## config.mk

```make
export PLATFORM = sky130hd
export DESIGN_NAME = wb_regfile
export DESIGN_NICKNAME = d
export VERILOG_FILES = /design/src/rtl/wb_regfile.sv
export SDC_FILE = /design/constraint.sdc
export NUM_CORES = 2
export LEC_CHECK = 0
export BUFFER_PORTS_ARGS = -buffer_cell sky130_fd_sc_hd__clkbuf_2
export CAP_MARGIN = 40
export CELL_PAD_IN_SITES_DETAIL_PLACEMENT = 0
export CELL_PAD_IN_SITES_GLOBAL_PLACEMENT = 1
export CORE_ASPECT_RATIO = 0.7
export CORE_MARGIN = 3
export CORE_UTILIZATION = 45
export CTS_CLUSTER_DIAMETER = 50
export DETAILED_ROUTE_END_ITERATION = 6
export GPL_ROUTABILITY_DRIVEN = 0
export PLACE_DENSITY_LB_ADDON = 0.08
export SKIP_LAST_GASP = 1
export SLEW_MARGIN = 20
export SYNTH_ARGS = -nofsm -noshare
export SYNTH_HDL_FRONTEND = slang
export SYNTH_SLANG_ARGS = --single-unit
```

## constraint.sdc

```tcl
create_clock -name clk -period 32.1 [get_ports clk]
set_input_delay 4.815 -clock clk [delete_from_list [all_inputs] [get_ports clk]]
set_output_delay 4.815 -clock clk [all_outputs]
set_load 0.05 [all_outputs]
```

## src/rtl/wb_regfile.sv

```systemverilog
// rtl/wb_regfile.sv - writeback mux, 32x32 register file with write-through read ports, commit counter
module wb_regfile #(
  parameter int DATA_W = 32,
  parameter int NREGS  = 32
) (
  input  logic              clk,
  input  logic              reset,
  input  logic              wb_reg_write,
  input  logic [1:0]        wb_mem_to_reg,
  input  logic [DATA_W-1:0] wb_alu_out,
  input  logic [DATA_W-1:0] wb_read_data,
  input  logic [DATA_W-1:0] wb_pc_plus4,
  input  logic [4:0]        wb_write_addr,
  input  logic [4:0]        rs_addr,
  input  logic [4:0]        rt_addr,
  output logic [DATA_W-1:0] rs_data,
  output logic [DATA_W-1:0] rt_data,
  output logic [DATA_W-1:0] wb_data,
  output logic              wb_commit,
  output logic [31:0]       write_count
);

  localparam logic [1:0] SEL_ALU  = 2'd0;
  localparam logic [1:0] SEL_MEM  = 2'd1;
  localparam logic [1:0] SEL_LINK = 2'd2;

  logic [DATA_W-1:0] regs_q [NREGS];
  logic [31:0]       write_count_q;
  logic [31:0]       write_count_d;

  // Writeback source select; the reserved encoding yields zero.
  always_comb begin
    wb_data = '0;
    unique case (wb_mem_to_reg)
      SEL_ALU:  wb_data = wb_alu_out;
      SEL_MEM:  wb_data = wb_read_data;
      SEL_LINK: wb_data = wb_pc_plus4;
      default:  wb_data = '0;
    endcase
  end

  // A write commits only for a real destination, a defined source, and outside reset.
  always_comb begin
    wb_commit = wb_reg_write & (wb_write_addr != 5'd0) & (wb_mem_to_reg != 2'd3) & ~reset;
  end

  // Register array update; r0 is cleared on reset and never written since commit excludes it.
  always_ff @(posedge clk or posedge reset) begin
    if (reset) begin
      for (int i = 0; i < NREGS; i++) begin
        regs_q[i] <= '0;
      end
    end else if (wb_commit) begin
      regs_q[wb_write_addr] <= wb_data;
    end
  end

  // Next commit count; natural 32-bit wrap.
  always_comb begin
    write_count_d = write_count_q;
    if (wb_commit) begin
      write_count_d = write_count_q + 32'd1;
    end
  end

  // Commit counter state, updated on the same edge as the register write.
  always_ff @(posedge clk or posedge reset) begin
    if (reset) begin
      write_count_q <= '0;
    end else begin
      write_count_q <= write_count_d;
    end
  end

  assign write_count = write_count_q;

  // Read port A: r0 is hardwired zero, an in-flight commit to the same register is forwarded.
  always_comb begin
    rs_data = '0;
    if (rs_addr == 5'd0) begin
      rs_data = '0;
    end else if (wb_commit && (rs_addr == wb_write_addr)) begin
      rs_data = wb_data;
    end else begin
      rs_data = regs_q[rs_addr];
    end
  end

  // Read port B: same rules as port A, evaluated independently.
  always_comb begin
    rt_data = '0;
    if (rt_addr == 5'd0) begin
      rt_data = '0;
    end else if (wb_commit && (rt_addr == wb_write_addr)) begin
      rt_data = wb_data;
    end else begin
      rt_data = regs_q[rt_addr];
    end
  end

endmodule

```

==> reports/metrics.yaml <==
timing:
  setup_viol: 0
  finalHoldViolCount: 0
  tightest_slew_ps: 1050
  rsz0062_at_grt: "false"
  finalCritPeriodShare_pct: 43.2
  finClkSkew_ps: 8.33
  period_minus_slack_ps: 13850
  max_freq_mhz: 72.2
  relSlewSlack_pct: 29.8
  drv_slew: 0
  tns_ps: 0
clocking:
  clk_latency_ps: 730
  clock_sinks: 1056
  cts_buffers: 118
  root_buffer: "clkbuf_16"
  ctsHoldBuffers: 0
  cts_buffer_depth: 3
  cts.clk_slew.worst_paths_ps: 60
  ctsHtreeMaxLevel: 3
  cts_tree: "built"
  cts.repair.resized: 0
  cts_setup_buffers: 0
flow_run:
  max-cap-violations: 0
floorplan:
  die_x_um: 428
  die_h_um: 301
  fp-row-count: 107
  start_util_pct: 45.7
  die_area_um2: 129000
  io_pins: 245
  core_area_um2: 123000
finish:
  fin_nets: 5365
  finish.utilization_pct: 51.4
  final_cell_mix: "1071 x nor2_1, 1056 x dfrtp_1, 1025 x a21oi_1, 360 x mux4_2, 277 x mux2i_1"
  n_fill_cell: 11200
  area_delta_synth_final_pct: 12.4
  drive_gt1_share_pct: 22.9
  layout_commonest_cell: "nor2_1"
setup_path:
  critPathCaptureType: "output port"
  worst_ep_arrival_time_ps: 9040
  critPathLaunchType: "input pin"
  required_ps: 27280
  critical_path_class: "input pin to output port"
  max_stage_delay_ps: 670
  cp_slowest_cell: "buf_4"
  rr_endpoint: "write_count[31]$_DFFE_PP0P_"
  ff2ff_path_depth: 5
  path_max_fanout: 32
  crit_top_cell: "buf_4"
  rr_startpoint: "write_count[9]$_DFFE_PP0P_"
  r2r_setup_slack_ps: 30060
  path_cells: "clkbuf_8 -> buf_4 -> buf_4 -> nand2b_2 -> buf_4 -> a211oi_1 -> a2111oi_0 -> nor4_1 -> clkdlybuf4s18_2 -> a21oi_1 -> clkbuf_2"
yosys:
  synthMuxAreaShare_pct: 22.6
  synth_seq_cells: 1056
  synth_top_family_by_area: "multiplexers"
  synthCells: 5303
  ys_seq_area_share_pct: 47.1
  syn_nets: 5420
  ys.warnings.count: 0
  ys_types: 56
  synth_compound_area_share_pct: 14.0
  synth_area_um2: 56100
  synthSimpleGateAreaFrac_pct: 10.5
  synth-xor-area-share_pct: 0.641
  synthAdderAreaFrac_pct: 0.0223
  synth_edf_count: 0
  synthArstFlopShare_pct: 100
  syn-mean-instance-area_um2: 10.6
  ys.flop_type: "dfrtp_1"
global_route:
  grt_usage_pct: 33.2
  grt_max_degree: 166
  grt-ovfl-total: 0
  grt_pass1_wl_um: 313000
  grt_pass1_vias: 42400
  antenna_found_initial: 2
drt:
  wl_per_cell_um: 30.8
  ant_nets: 0
  via_count: 44100
  drc: 0
  drt_iter0_drc: 5432
  avgViaCountPerCell: 6.32
  drtPass1Iterations: 6
  finalWirelength_um: 215000
pwr:
  peakVddDrop_mv: 0.0450
  p_leak_nw: 27.7
  total_power_w: 0.00409
  power_density_nw_per_um2: 64.9
run_status:
  status: "finished clean"
worst_hold_path:
  whs_path_depth: 0
  hold_path_end: "regs_q[997]$_DFFE_PP0P_"
  min_path_type: "flip-flop to flip-flop"
  worstHoldStart: "regs_q[997]$_DFFE_PP0P_"
placed_design:
  numPortBuffers: 244
  hpwl_um: 129000
synthesized netlist by cell type, types with 17 or more instances:
master,n,area (um2)
o22ai_1,93,582
a2111oi_0,22,193
mux2i_1,277,2770
o32ai_1,28,245
inv_1,41,154
clkbuf_1,248,931
o21ai_0,50,250
nor2_1,1072,4020
mux2_2,159,1790
a211oi_1,66,495
nor4_1,21,131
xor2_1,18,158
mux4_2,360,8110
nor2b_1,76,475
dfrtp_1,1056,26400
o21a_1,21,158
a221oi_1,49,429
buf_4,42,315
buf_2,181,906
nor3_1,56,280
buf_1,107,402
xnor2_1,23,201
a21oi_1,1056,5290
and4_1,17,149
nand3_1,28,140
nand2_1,22,82.6
flip-flops by register name (all words and copies together) (netlist names):
| signal | count |
|---|---|
| write_count | 32 |
| regs_q | 1024 |
per-stage QoR:
stage / setup slack (ps) / cells / cell area, um2 / hold slack [ps]
final: 18250 / 6987 / 63000 / 394
after global routing: 18220 / 6985 / 63000 / 411
after CTS: 18360 / 6978 / 62900 / 393
after detailed placement: 18370 / 6757 / 58700 / 380
after global placement: 18140 / 6730 / 58200 / 377
after floorplan: 12720 / 5303 / 56100 / 438
cell type report:
type	instances	area, um2	share of cell area (%)
Antenna cell	3	7.51	0.0119
Timing Repair Buffer	414	3050	4.84
Clock buffer	171	3510	5.57
Inverter	41	163	0.258
Multi-Input combinational cell	3617	27200	43.1
Sequential cell	1056	26400	41.9
Clock inverter	50	667	1.06
Tap cell	1635	2050	3.25
cell families (layout without fill, tap and decap cells):
family | count (synthesis) | in the layout
flip-flops | 1056 | 1056
adder cells (fa/ha/maj) | 1 | 1
multiplexers | 796 | 796
AO/OA/AOI/OAI | 1408 | 1408
buffers and inverters | 630 | 676
other | 0 | 3
AND/OR/NAND/NOR | 1371 | 1371
XOR/XNOR | 41 | 41
where the power goes:
group | leakage [nW] | total (W) | switching [W] | internal, W
clock | 2.04 | 0.00146 | 0.000596 | 0.000864
sequential | 13.8 | 0.00174 | 0.000181 | 0.00156
combinational | 11.9 | 0.000891 | 0.000502 | 0.000388
per-layer routing:
layer	share of wire (%)	wire length, um	GRT usage [%]	vias up
li1	-	-	-	19100
met1	45	97600	50.5	22600
met2	42	90600	47.1	2078
met3	8.8	18900	6.88	381
met4	3.6	7740	11.0	0
met5	0	0	0	-
worst max-delay path by stage:
stage                from               endpoint  slack (ps)  depth (start not counted)
2_1_floorplan       reset  regs_q[0]$_DFFE_PP0P_       12720                          1
3_3_place_gp   rs_addr[1]            rs_data[31]       18140                          9
3_5_place_dp   rs_addr[2]            rs_data[31]       18370                         11
4_1_cts        rs_addr[2]            rs_data[31]       18360                         11
5_1_grt        rt_addr[0]            rt_data[31]       18220                          9
6_report       rs_addr[2]            rs_data[31]       18250                         11
critical path: cells and delay by family:
kind	cells	cell delay [ps]
buffers and inverters	6	2700
AO/OA/AOI/OAI	3	980
AND/OR/NAND/NOR	2	420
No activity file was read; power rests on OpenSTA's default activity.
